===== config.mk =====
export PLATFORM = sky130hd
export DESIGN_NAME = adder_io_pipe_flat
export DESIGN_NICKNAME = d
export VERILOG_FILES = /design/src/rtl/adder_io_pipe_pkg.sv /design/src/rtl/adder_io_pipe_if.sv /design/src/rtl/adder_io_pipe_stage.sv /design/src/rtl/adder_io_pipe.sv /design/src/flat_wrapper.sv
export SDC_FILE = /design/constraint.sdc
export NUM_CORES = 1
export LEC_CHECK = 0
export ABC_CLOCK_PERIOD_IN_PS = 2700
export CELL_PAD_IN_SITES_DETAIL_PLACEMENT = 1
export CELL_PAD_IN_SITES_GLOBAL_PLACEMENT = 2
export CORE_UTILIZATION = 28
export CTS_CLUSTER_SIZE = 30
export DETAILED_ROUTE_END_ITERATION = 10
export GPL_ROUTABILITY_DRIVEN = 1
export PLACE_DENSITY_LB_ADDON = 0.1
export SYNTH_ARGS = -nofsm -noshare
export SYNTH_HDL_FRONTEND = slang
export SYNTH_SLANG_ARGS = --single-unit

===== constraint.sdc =====
create_clock -name clk -period 2.7 [get_ports clk]
set_input_delay 0.54 -clock clk [delete_from_list [all_inputs] [get_ports clk]]
set_output_delay 0.54 -clock clk [all_outputs]
set_load 0.01 [all_outputs]

===== src/rtl/adder_io_pipe_pkg.sv =====
// ============================================================================
// Module : adder_pkg
// Brief  : Shared widths for the adder I/O pipeline and its adder blocks.
// Rev    : 1.0
// ============================================================================
`default_nettype none

package adder_pkg;

  localparam int ADD_W      = 32;  // default operand/sum width
  localparam int BLK_W      = 8;   // carry-bypass block width; ADD_W must be a multiple
  localparam int CNT_W_DFLT = 16;  // default overflow counter width

endpackage

`default_nettype wire


===== src/rtl/adder_io_pipe_if.sv =====
// ============================================================================
// Module : adder_io_pipe_if
// Brief  : Operand, adder and result bus for adder_io_pipe.
// Rev    : 1.0
// ============================================================================
`default_nettype none

interface adder_io_pipe_if #(
  parameter int N     = 32,
  parameter int CNT_W = 16
);

  logic             in_valid;
  logic             in_ready;
  logic [N-1:0]     in_a;
  logic [N-1:0]     in_b;
  logic [N-1:0]     add_a;
  logic [N-1:0]     add_b;
  logic [N-1:0]     add_sum;
  logic             add_cout;
  logic             add_ovf;
  logic             out_valid;
  logic             out_ready;
  logic [N-1:0]     out_sum;
  logic             out_cout;
  logic             out_ovf;
  logic [CNT_W-1:0] ovf_count;

  // Pipeline side
  modport slave (
    input  in_valid, in_a, in_b, add_sum, add_cout, add_ovf, out_ready,
    output in_ready, add_a, add_b, out_valid, out_sum, out_cout, out_ovf, ovf_count
  );

  // Environment side: producer, external adder and consumer
  modport master (
    output in_valid, in_a, in_b, add_sum, add_cout, add_ovf, out_ready,
    input  in_ready, add_a, add_b, out_valid, out_sum, out_cout, out_ovf, ovf_count
  );

endinterface

`default_nettype wire


===== src/rtl/adder_io_pipe_stage.sv =====
// ============================================================================
// Module : pipe_reg_stage
// Brief  : One valid/ready register slice; load wins over drain.
// Rev    : 1.0
// ============================================================================
`default_nettype none

module pipe_reg_stage #(
  parameter int W = 8
) (
  input  wire logic         clk,
  input  wire logic         rst_n,
  input  wire logic         load,
  input  wire logic         drain,
  input  wire logic [W-1:0] d,
  output logic              valid,
  output logic [W-1:0]      q
);

  logic         valid_d, valid_q;
  logic [W-1:0] data_d,  data_q;

  // Load and drain together keep the slice full with the new beat.
  always_comb begin
    valid_d = valid_q;
    data_d  = data_q;
    if (load) begin
      valid_d = 1'b1;
      data_d  = d;
    end else if (drain) begin
      valid_d = 1'b0;
    end
  end

  always_ff @(posedge clk or negedge rst_n) begin
    if (!rst_n) begin
      valid_q <= 1'b0;
      data_q  <= '0;
    end else begin
      valid_q <= valid_d;
      data_q  <= data_d;
    end
  end

  assign valid = valid_q;
  assign q     = data_q;

endmodule

`default_nettype wire


===== src/rtl/adder_io_pipe.sv =====
// ============================================================================
// Module : adder_io_pipe
// Brief  : Registered operand/result stages around an external N-bit adder.
// Rev    : 1.0
// ============================================================================
`default_nettype none

module adder_io_pipe
  import adder_pkg::*;
#(
  parameter int N     = ADD_W,       // multiple of BLK_W
  parameter int CNT_W = CNT_W_DFLT
) (
  input  wire logic        clk,
  input  wire logic        rst_n,
  adder_io_pipe_if.slave   io
);

  logic             s1_valid;
  logic             s2_valid;
  logic             s1_load;
  logic             s2_take;
  logic [2*N-1:0]   s1_q;
  logic [N+1:0]     s2_q;
  logic [CNT_W-1:0] ovf_count_d, ovf_count_q;

  assign s2_take     = s1_valid & (~s2_valid | io.out_ready);
  assign io.in_ready = ~s1_valid | s2_take;
  assign s1_load     = io.in_valid & io.in_ready;

  pipe_reg_stage #(.W(2*N)) u_stage1 (
    .clk   (clk),
    .rst_n (rst_n),
    .load  (s1_load),
    .drain (s2_take),
    .d     ({io.in_a, io.in_b}),
    .valid (s1_valid),
    .q     (s1_q)
  );

  assign io.add_a = s1_q[2*N-1:N];
  assign io.add_b = s1_q[N-1:0];

  // The adder sits between the two slices, so add_a -> add_sum gets a full cycle.
  pipe_reg_stage #(.W(N+2)) u_stage2 (
    .clk   (clk),
    .rst_n (rst_n),
    .load  (s2_take),
    .drain (io.out_ready),
    .d     ({io.add_sum, io.add_cout, io.add_ovf}),
    .valid (s2_valid),
    .q     (s2_q)
  );

  assign io.out_valid = s2_valid;
  assign io.out_sum   = s2_q[N+1:2];
  assign io.out_cout  = s2_q[1];
  assign io.out_ovf   = s2_q[0];

  always_comb begin
    ovf_count_d = ovf_count_q;
    if (s2_valid && io.out_ready && io.out_ovf && (ovf_count_q != {CNT_W{1'b1}})) begin
      ovf_count_d = ovf_count_q + 1'b1;
    end
  end

  always_ff @(posedge clk or negedge rst_n) begin
    if (!rst_n) begin
      ovf_count_q <= '0;
    end else begin
      ovf_count_q <= ovf_count_d;
    end
  end

  assign io.ovf_count = ovf_count_q;

endmodule

`default_nettype wire

===== src/flat_wrapper.sv =====
// flat-port wrapper written by rule: the top's interface ports become plain ports
module adder_io_pipe_flat import adder_pkg::*;
#(
  parameter int N     = ADD_W,                           
  parameter int CNT_W = CNT_W_DFLT
)
  (clk, rst_n, io_in_valid, io_in_a, io_in_b, io_add_sum, io_add_cout, io_add_ovf, io_out_ready, io_in_ready, io_add_a, io_add_b, io_out_valid, io_out_sum, io_out_cout, io_out_ovf, io_ovf_count);
  adder_io_pipe_if #(.N(N), .CNT_W(CNT_W)) io_i ();
  input  wire logic clk;
  input  wire logic rst_n;
  input wire logic [$bits(io_i.in_valid)-1:0] io_in_valid;
  input wire logic [$bits(io_i.in_a)-1:0] io_in_a;
  input wire logic [$bits(io_i.in_b)-1:0] io_in_b;
  input wire logic [$bits(io_i.add_sum)-1:0] io_add_sum;
  input wire logic [$bits(io_i.add_cout)-1:0] io_add_cout;
  input wire logic [$bits(io_i.add_ovf)-1:0] io_add_ovf;
  input wire logic [$bits(io_i.out_ready)-1:0] io_out_ready;
  output wire logic [$bits(io_i.in_ready)-1:0] io_in_ready;
  output wire logic [$bits(io_i.add_a)-1:0] io_add_a;
  output wire logic [$bits(io_i.add_b)-1:0] io_add_b;
  output wire logic [$bits(io_i.out_valid)-1:0] io_out_valid;
  output wire logic [$bits(io_i.out_sum)-1:0] io_out_sum;
  output wire logic [$bits(io_i.out_cout)-1:0] io_out_cout;
  output wire logic [$bits(io_i.out_ovf)-1:0] io_out_ovf;
  output wire logic [$bits(io_i.ovf_count)-1:0] io_ovf_count;
  assign io_i.in_valid = io_in_valid;
  assign io_i.in_a = io_in_a;
  assign io_i.in_b = io_in_b;
  assign io_i.add_sum = io_add_sum;
  assign io_i.add_cout = io_add_cout;
  assign io_i.add_ovf = io_add_ovf;
  assign io_i.out_ready = io_out_ready;
  assign io_in_ready = io_i.in_ready;
  assign io_add_a = io_i.add_a;
  assign io_add_b = io_i.add_b;
  assign io_out_valid = io_i.out_valid;
  assign io_out_sum = io_i.out_sum;
  assign io_out_cout = io_i.out_cout;
  assign io_out_ovf = io_i.out_ovf;
  assign io_ovf_count = io_i.ovf_count;
  adder_io_pipe #(.N(N), .CNT_W(CNT_W)) u_core (.clk(clk), .rst_n(rst_n), .io(io_i));
endmodule

==> flow_metrics.py, run 1 <==
metrics = {
    "floorplan": {
        "core-area_um2": 15800,
        "boundaryPins": 218,
        "die_h_um": 129,
        "design.die.area_um2": 16600,
        "placementRows": 46,
        "die_x_um": 129,
        "initial_utilization": 0.285,
    },
    "drt": {
        "wl_per_cell_um": 16.8,
        "routed_via_density": 4.39,
        "vias": 3281,
        "drt-pass1-iter-count": 4,
        "ant_nets": 0,
        "wirelength_um": 12600,
        "remaining_drc_errors": 0,
        "initialDrtViolationCount": 70,
    },
    "worst_setup_path": {
        "cp-end-kind": "output pin",
        "crit_path_top_delay_cell": "clkdlybuf4s50_1",
        "r2r_end": "u_core.io.ovf_count[12]",
        "crit_top_cell": "clkdlybuf4s50_1",
        "max_stage_delay_ns": 0.57,
        "cp.arrival_ns": 1.79,
        "cp_max_fo": 4,
        "start_kind": "primary input",
        "r2r_cells": 5,
        "crit_chain": "clkdlybuf4s50_1, nand3b_1, clkdlybuf4s50_1",
        "crit_family": "buffers and inverters",
        "rr_startpoint": "u_core.io.ovf_count[0]",
        "required_ns": 2.16,
        "r2r_setup_slack_ns": 0.92,
        "crit_type": "primary input to output pin",
        "worst-path-buf-inv": 2,
    },
    "cts": {
        "cts_tree": "built",
        "clk_pin_slew_ns": 0.05,
        "htree_levels": 4,
        "numClockSinks": 116,
        "numCtsBuffers": 17,
        "post_cts_buffers": 0,
        "clock_latency_ns": 0.40,
        "clockBufferDepth": 2,
        "cts_resized": 0,
        "root_buffer": "clkbuf_16",
        "cts_hold_buf": 0,
    },
    "pwr": {
        "p_sw_frac": 0.250,
        "intPower_mw": 4.18,
        "peakVddDrop_mv": 0.397,
        "p_per_area_nw_per_um2": 740,
        "seq_power_share": 0.391,
        "p_leak_nw": 3.13,
        "p_clk_frac": 0.374,
        "combPwrFrac": 0.234,
        "power_mw": 5.57,
        "power.switching_mw": 1.39,
    },
    "grt": {
        "grt_pass1_vias": 3591,
        "grt_pass1_wl_um": 19700,
        "antenna_found_initial": 0,
        "grt.total_usage": 0.160,
        "grt-ovfl-total": 0,
        "grt_max_degree": 65,
    },
    "logic_synthesis": {
        "synth_ff_type": "dfrtp_1",
        "synthTopCellsByCount": "116 x dfrtp_1, 99 x mux2_2, 11 x xor2_1",
        "ys_warn_count": 0,
        "avgSynthCellArea_um2": 15.6,
        "yosysSeqAreaShare": 0.643,
        "yosys.area.top_type": "dfrtp_1",
        "synth.distinct_cells": 28,
        "async_reset_ff_frac": 1.00,
        "synth-seq-cells": 116,
        "synth_area_leaders": "dfrtp_1 64%, mux2_2 25%, xor2_1 2.1%, buf_2 1.0%, nor3_1 0.78%",
        "synth_top_area_share": 0.643,
        "syn_area_um2": 4510,
        "syn_inst": 289,
        "synth_most_common_cell": "dfrtp_1",
        "synth-edff-count": 0,
        "synth_nets": 392,
    },
    "run": {
        "drv_cap": 0,
    },
    "placed_design": {
        "dp_hpwl_um": 9050,
        "portBuffers": 217,
        "place.gp.congestion": 0.715,
    },
    "timing": {
        "skew_ns": 0.00460,
        "setup_viol": 0,
        "fmax_ghz": 0.429,
        "hold_violations": 0,
        "period_share": 0.862,
        "drv_slew": 0,
        "finalSetupTns_ns": 0,
        "grt_setup_unrepaired": "false",
        "worstMarginPinSlew_ns": 0.671,
        "max_slew_margin": 0.553,
        "layout_min_cycle_time_ns": 2.33,
    },
    "worst_hold_path": {
        "hp-class": "primary input to async pin",
    },
    "finish": {
        "antenna-diode-count": 0,
        "num-fill-cells": 1600,
        "drive_above_1_share": 0.263,
        "area_growth_pct": 66.9,
        "nets": 624,
    },
    "run_status": {
        "status": "finished, final reports clean",
    },
}
-- stage by stage --
stage | std cells | instance area, um^2 | hold WS, ns | util | setup WS (ns)
after floorplan | 289 | 4510 | 0.244 | - | 0.974
after global placement | 718 | 6990 | 0.486 | 0.442 | 0.391
after detailed placement | 718 | 6990 | 0.493 | 0.442 | 0.357
after CTS | 748 | 7530 | 0.181 | 0.476 | 0.363
after global routing | 748 | 7530 | 0.198 | 0.476 | 0.299
final | 748 | 7530 | 0.163 | 0.476 | 0.371
-- layout by cell type, fill, tap and decap left out, drive strengths merged, types with 4 or more instances in the layout --
master         count
clkbuf            25
xor2              11
clkdlybuf4s50    216
nand3              6
dfrtp            116
nor3               8
buf                6
nand2              8
mux2              99
clkinv             4
nand4              4
and3               5
-- cell type report --
class | count | area [um^2] | area share
multi-input cells | 164 | 1570 | 0.209
clock inverters | 5 | 50.0 | 0.00664
well taps | 216 | 270 | 0.0359
flip-flops and latches | 116 | 2900 | 0.385
clock buffers | 25 | 495 | 0.0658
repair buffers | 222 | 2240 | 0.298
-- metal layers --
layer,track usage,vias to the layer above,wire length [um]
li1,-,1493,-
met1,0.184,1641,5020
met2,0.252,136,6080
met3,0.0857,11,1340
met4,0.0644,0,143
met5,0,-,0
-- cells by family (layout without fill, tap and decap cells) --
family	Yosys count	in the layout	synth area share
multiplexers	99	99	0.247
buffers and inverters	9	252	0.00998
XOR/XNOR	14	14	0.0272
AND/OR/NAND/NOR	44	44	0.0624
adder cells (fa/ha/maj)	1	1	0.00277
AO/OA/AOI/OAI	6	6	0.00776
flip-flops	116	116	0.643
-- sequential cells by signal, indices dropped and copies added, names as in the netlist --
name and cells:
u_core.io.ovf_count 16, u_core.u_stage1.q 64, u_core.u_stage1.valid 1, u_core.u_stage2.q 34, u_core.u_stage2.valid 1
-- worst max path at each step --
stage               slack, ns               endpoint    startpoint  depth (start not counted)
global route             0.30            io_in_ready  io_out_ready                          3
CTS                      0.36            io_in_ready  io_out_ready                          3
detailed placement       0.36            io_in_ready  io_out_ready                          3
global placement         0.39            io_in_ready  io_out_ready                          3
finish                   0.37            io_in_ready  io_out_ready                          3
floorplan                0.97  u_core.u_stage1.q[10]  io_out_ready                          4
-- power by group through the flow --
stage                     Combinational [mW]  Clock [mW]  Sequential (mW)
after floorplan                        0.351           0             2.32
after global placement                  1.31           0             2.19
after detailed placement                1.33           0             2.21
after CTS                               1.33        2.16             2.18
after global routing                    1.41        2.23             2.22
final                                   1.31        2.09             2.18
Power figures use the tool's default switching activity.
==> run 2, diff against run 1 <==
--- a/config.mk
+++ b/config.mk
@@ -11,7 +11,8 @@
 export CORE_UTILIZATION = 28
 export CTS_CLUSTER_SIZE = 30
 export DETAILED_ROUTE_END_ITERATION = 10
-export GPL_ROUTABILITY_DRIVEN = 1
+export GPL_ROUTABILITY_DRIVEN = 0
+export GPL_TIMING_DRIVEN = 0
 export PLACE_DENSITY_LB_ADDON = 0.1
 export SYNTH_ARGS = -nofsm -noshare
 export SYNTH_HDL_FRONTEND = slang
==> run 2 against run 1 <==
Worst setup slack worse by 0.058 ns; clock skew up 0.0046 ns; fmax down 2.4%; global-route usage down 0.47 points; critical endpoint unchanged; largest cell class unchanged.
==> flow_metrics.py, run 2 (synthesis gave the netlist of run 1 again) <==
metrics = {
    "run_status": {
        "status": "finished, final reports clean",
    },
    "finish": {
        "design_area_um2": 7570,
        "num-fill-cells": 1599,
        "area_growth_pct": 67.8,
        "fin_util": 0.479,
        "largest_reg_flops": 64,
        "layout_common_cells": "216 x clkdlybuf4s50_1, 116 x dfrtp_1, 99 x mux2_2, 17 x clkbuf_16, 11 x xor2_1",
        "regArea_um2": 2900,
        "drive_above_1_share": 0.273,
        "nets": 629,
        "antenna-diode-count": 0,
        "multiInputGateArea_um2": 1570,
        "final_common_cell": "clkdlybuf4s50_1",
    },
    "cts": {
        "numCtsBuffers": 17,
        "clk_pin_slew_ns": 0.05,
        "clockBufferDepth": 2,
        "post_cts_buffers": 0,
        "cts_hold_buf": 0,
        "clock_latency_ns": 0.40,
        "numClockSinks": 116,
        "cts_tree": "built",
        "htree_levels": 4,
        "cts_resized": 0,
        "root_buffer": "clkbuf_16",
    },
    "timing": {
        "drv_slew": 0,
        "period_share": 0.884,
        "fmax_ghz": 0.419,
        "layout_min_cycle_time_ns": 2.39,
        "skew_ns": 0.00918,
        "setup_viol": 0,
        "hold_slack_ns": 0.106,
        "grt_setup_unrepaired": "false",
        "max_slew_margin": 0.617,
        "hold_violations": 0,
        "worstMarginPinSlew_ns": 0.574,
    },
    "grt": {
        "grt_pass1_wl_um": 19300,
        "grt_pass1_vias": 3665,
        "grt-ovfl-total": 0,
        "grt.total_usage": 0.156,
        "antenna_found_initial": 0,
        "grt_max_degree": 60,
    },
    "worst_setup_path": {
        "max_stage_delay_ns": 0.59,
        "crit_chain": "clkdlybuf4s50_1, nand3b_1, clkdlybuf4s50_1",
        "rr_startpoint": "u_core.io.ovf_count[0]",
        "crit_type": "primary input to output pin",
        "cp.arrival_ns": 1.85,
        "r2r_setup_slack_ns": 0.89,
        "r2r_cells": 5,
        "cp-startpoint": "io_out_ready",
        "required_ns": 2.16,
        "cp_max_fo": 4,
        "cp-end-kind": "output pin",
        "crit_top_cell": "clkdlybuf4s50_1",
        "r2r_end": "u_core.io.ovf_count[12]",
        "endpoint": "io_in_ready",
        "start_kind": "primary input",
        "crit_path_top_delay_cell": "clkdlybuf4s50_1",
    },
    "worst_hold_path": {
        "hp-class": "primary input to async pin",
    },
    "drt": {
        "routed_via_density": 4.34,
        "wirelength_um": 12300,
        "vias": 3274,
        "initialDrtViolationCount": 58,
        "remaining_drc_errors": 0,
        "drt-pass1-iter-count": 6,
        "ant_nets": 0,
        "wl_per_cell_um": 16.3,
    },
    "floorplan": {
        "initial_utilization": 0.285,
        "boundaryPins": 218,
        "design.die.area_um2": 16600,
        "placementRows": 46,
        "core-area_um2": 15800,
        "die_x_um": 129,
        "die_h_um": 129,
    },
    "pwr": {
        "power_mw": 5.68,
        "peakVddDrop_mv": 0.401,
        "p_leak_nw": 3.16,
        "p_per_area_nw_per_um2": 750,
    },
    "placed_design": {
        "dp_hpwl_um": 9140,
        "place_area_um2": 6990,
        "portBuffers": 217,
    },
    "run": {
        "drv_cap": 0,
    },
}
-- run 2: cell types whose count changed in the layout (fill, tap and decap cells not counted), moves of 2 or more --
cell / before / now
buf_2: 0 / 9
nand2_2: 2 / 0
buf_4: 3 / 0
nand2_1: 6 / 8
clkbuf_1: 4 / 2
buf_12: 3 / 0
-- run 2: area by class of cell --
type                    count  area share
plain buffers               9     0.00595
well taps                 216      0.0357
flip-flops and latches    116       0.383
multi-input cells         164       0.207
clock inverters             9      0.0134
repair buffers            218       0.291
clock buffers              23      0.0644
-- run 2: power breakdown --
group / switching [mW] / internal [mW] / leakage (nW)
sequential: 0.166 / 2.01 / 1.38
combinational: 0.472 / 0.823 / 1.49
clock: 0.763 / 1.45 / 0.293
total: 1.40 / 4.28 / 3.16
-- run 2: worst min-delay path by stage --
stage	endpoint	slack [ns]	start	cells after the start
2_1_floorplan	u_core.io.ovf_count[0]	0.24	rst_n	0
5_1_grt	u_core.io.ovf_count[12]	0.14	rst_n	1
3_3_place_gp	u_core.u_stage2.valid	0.47	u_core.u_stage1.valid	1
3_5_place_dp	u_core.u_stage2.valid	0.49	u_core.u_stage1.valid	1
6_report	u_core.io.ovf_count[12]	0.11	rst_n	1
4_1_cts	u_core.io.ovf_count[12]	0.12	rst_n	1
-- run 2: critical path: cells and delay by family --
family                 cells  cell delay (ns)
buffers and inverters      2             1.12
AND/OR/NAND/NOR            1             0.19
-- run 2: routing by layer --
layer	GRT usage	up-vias	routed length, um
met5	0	-	0
li1	-	1507	-
met3	0.0944	14	1510
met1	0.164	1620	4620
met2	0.253	133	5990
met4	0.0630	0	176
-- run 2: metrics by stage --
step,TNS (ns),instances,setup WS (ns)
floorplan,0,289,0.974
global placement,-424.78,722,-3.67
detailed placement,0,723,0.139
CTS,0,755,0.293
global route,0,755,0.234
finish,0,755,0.313
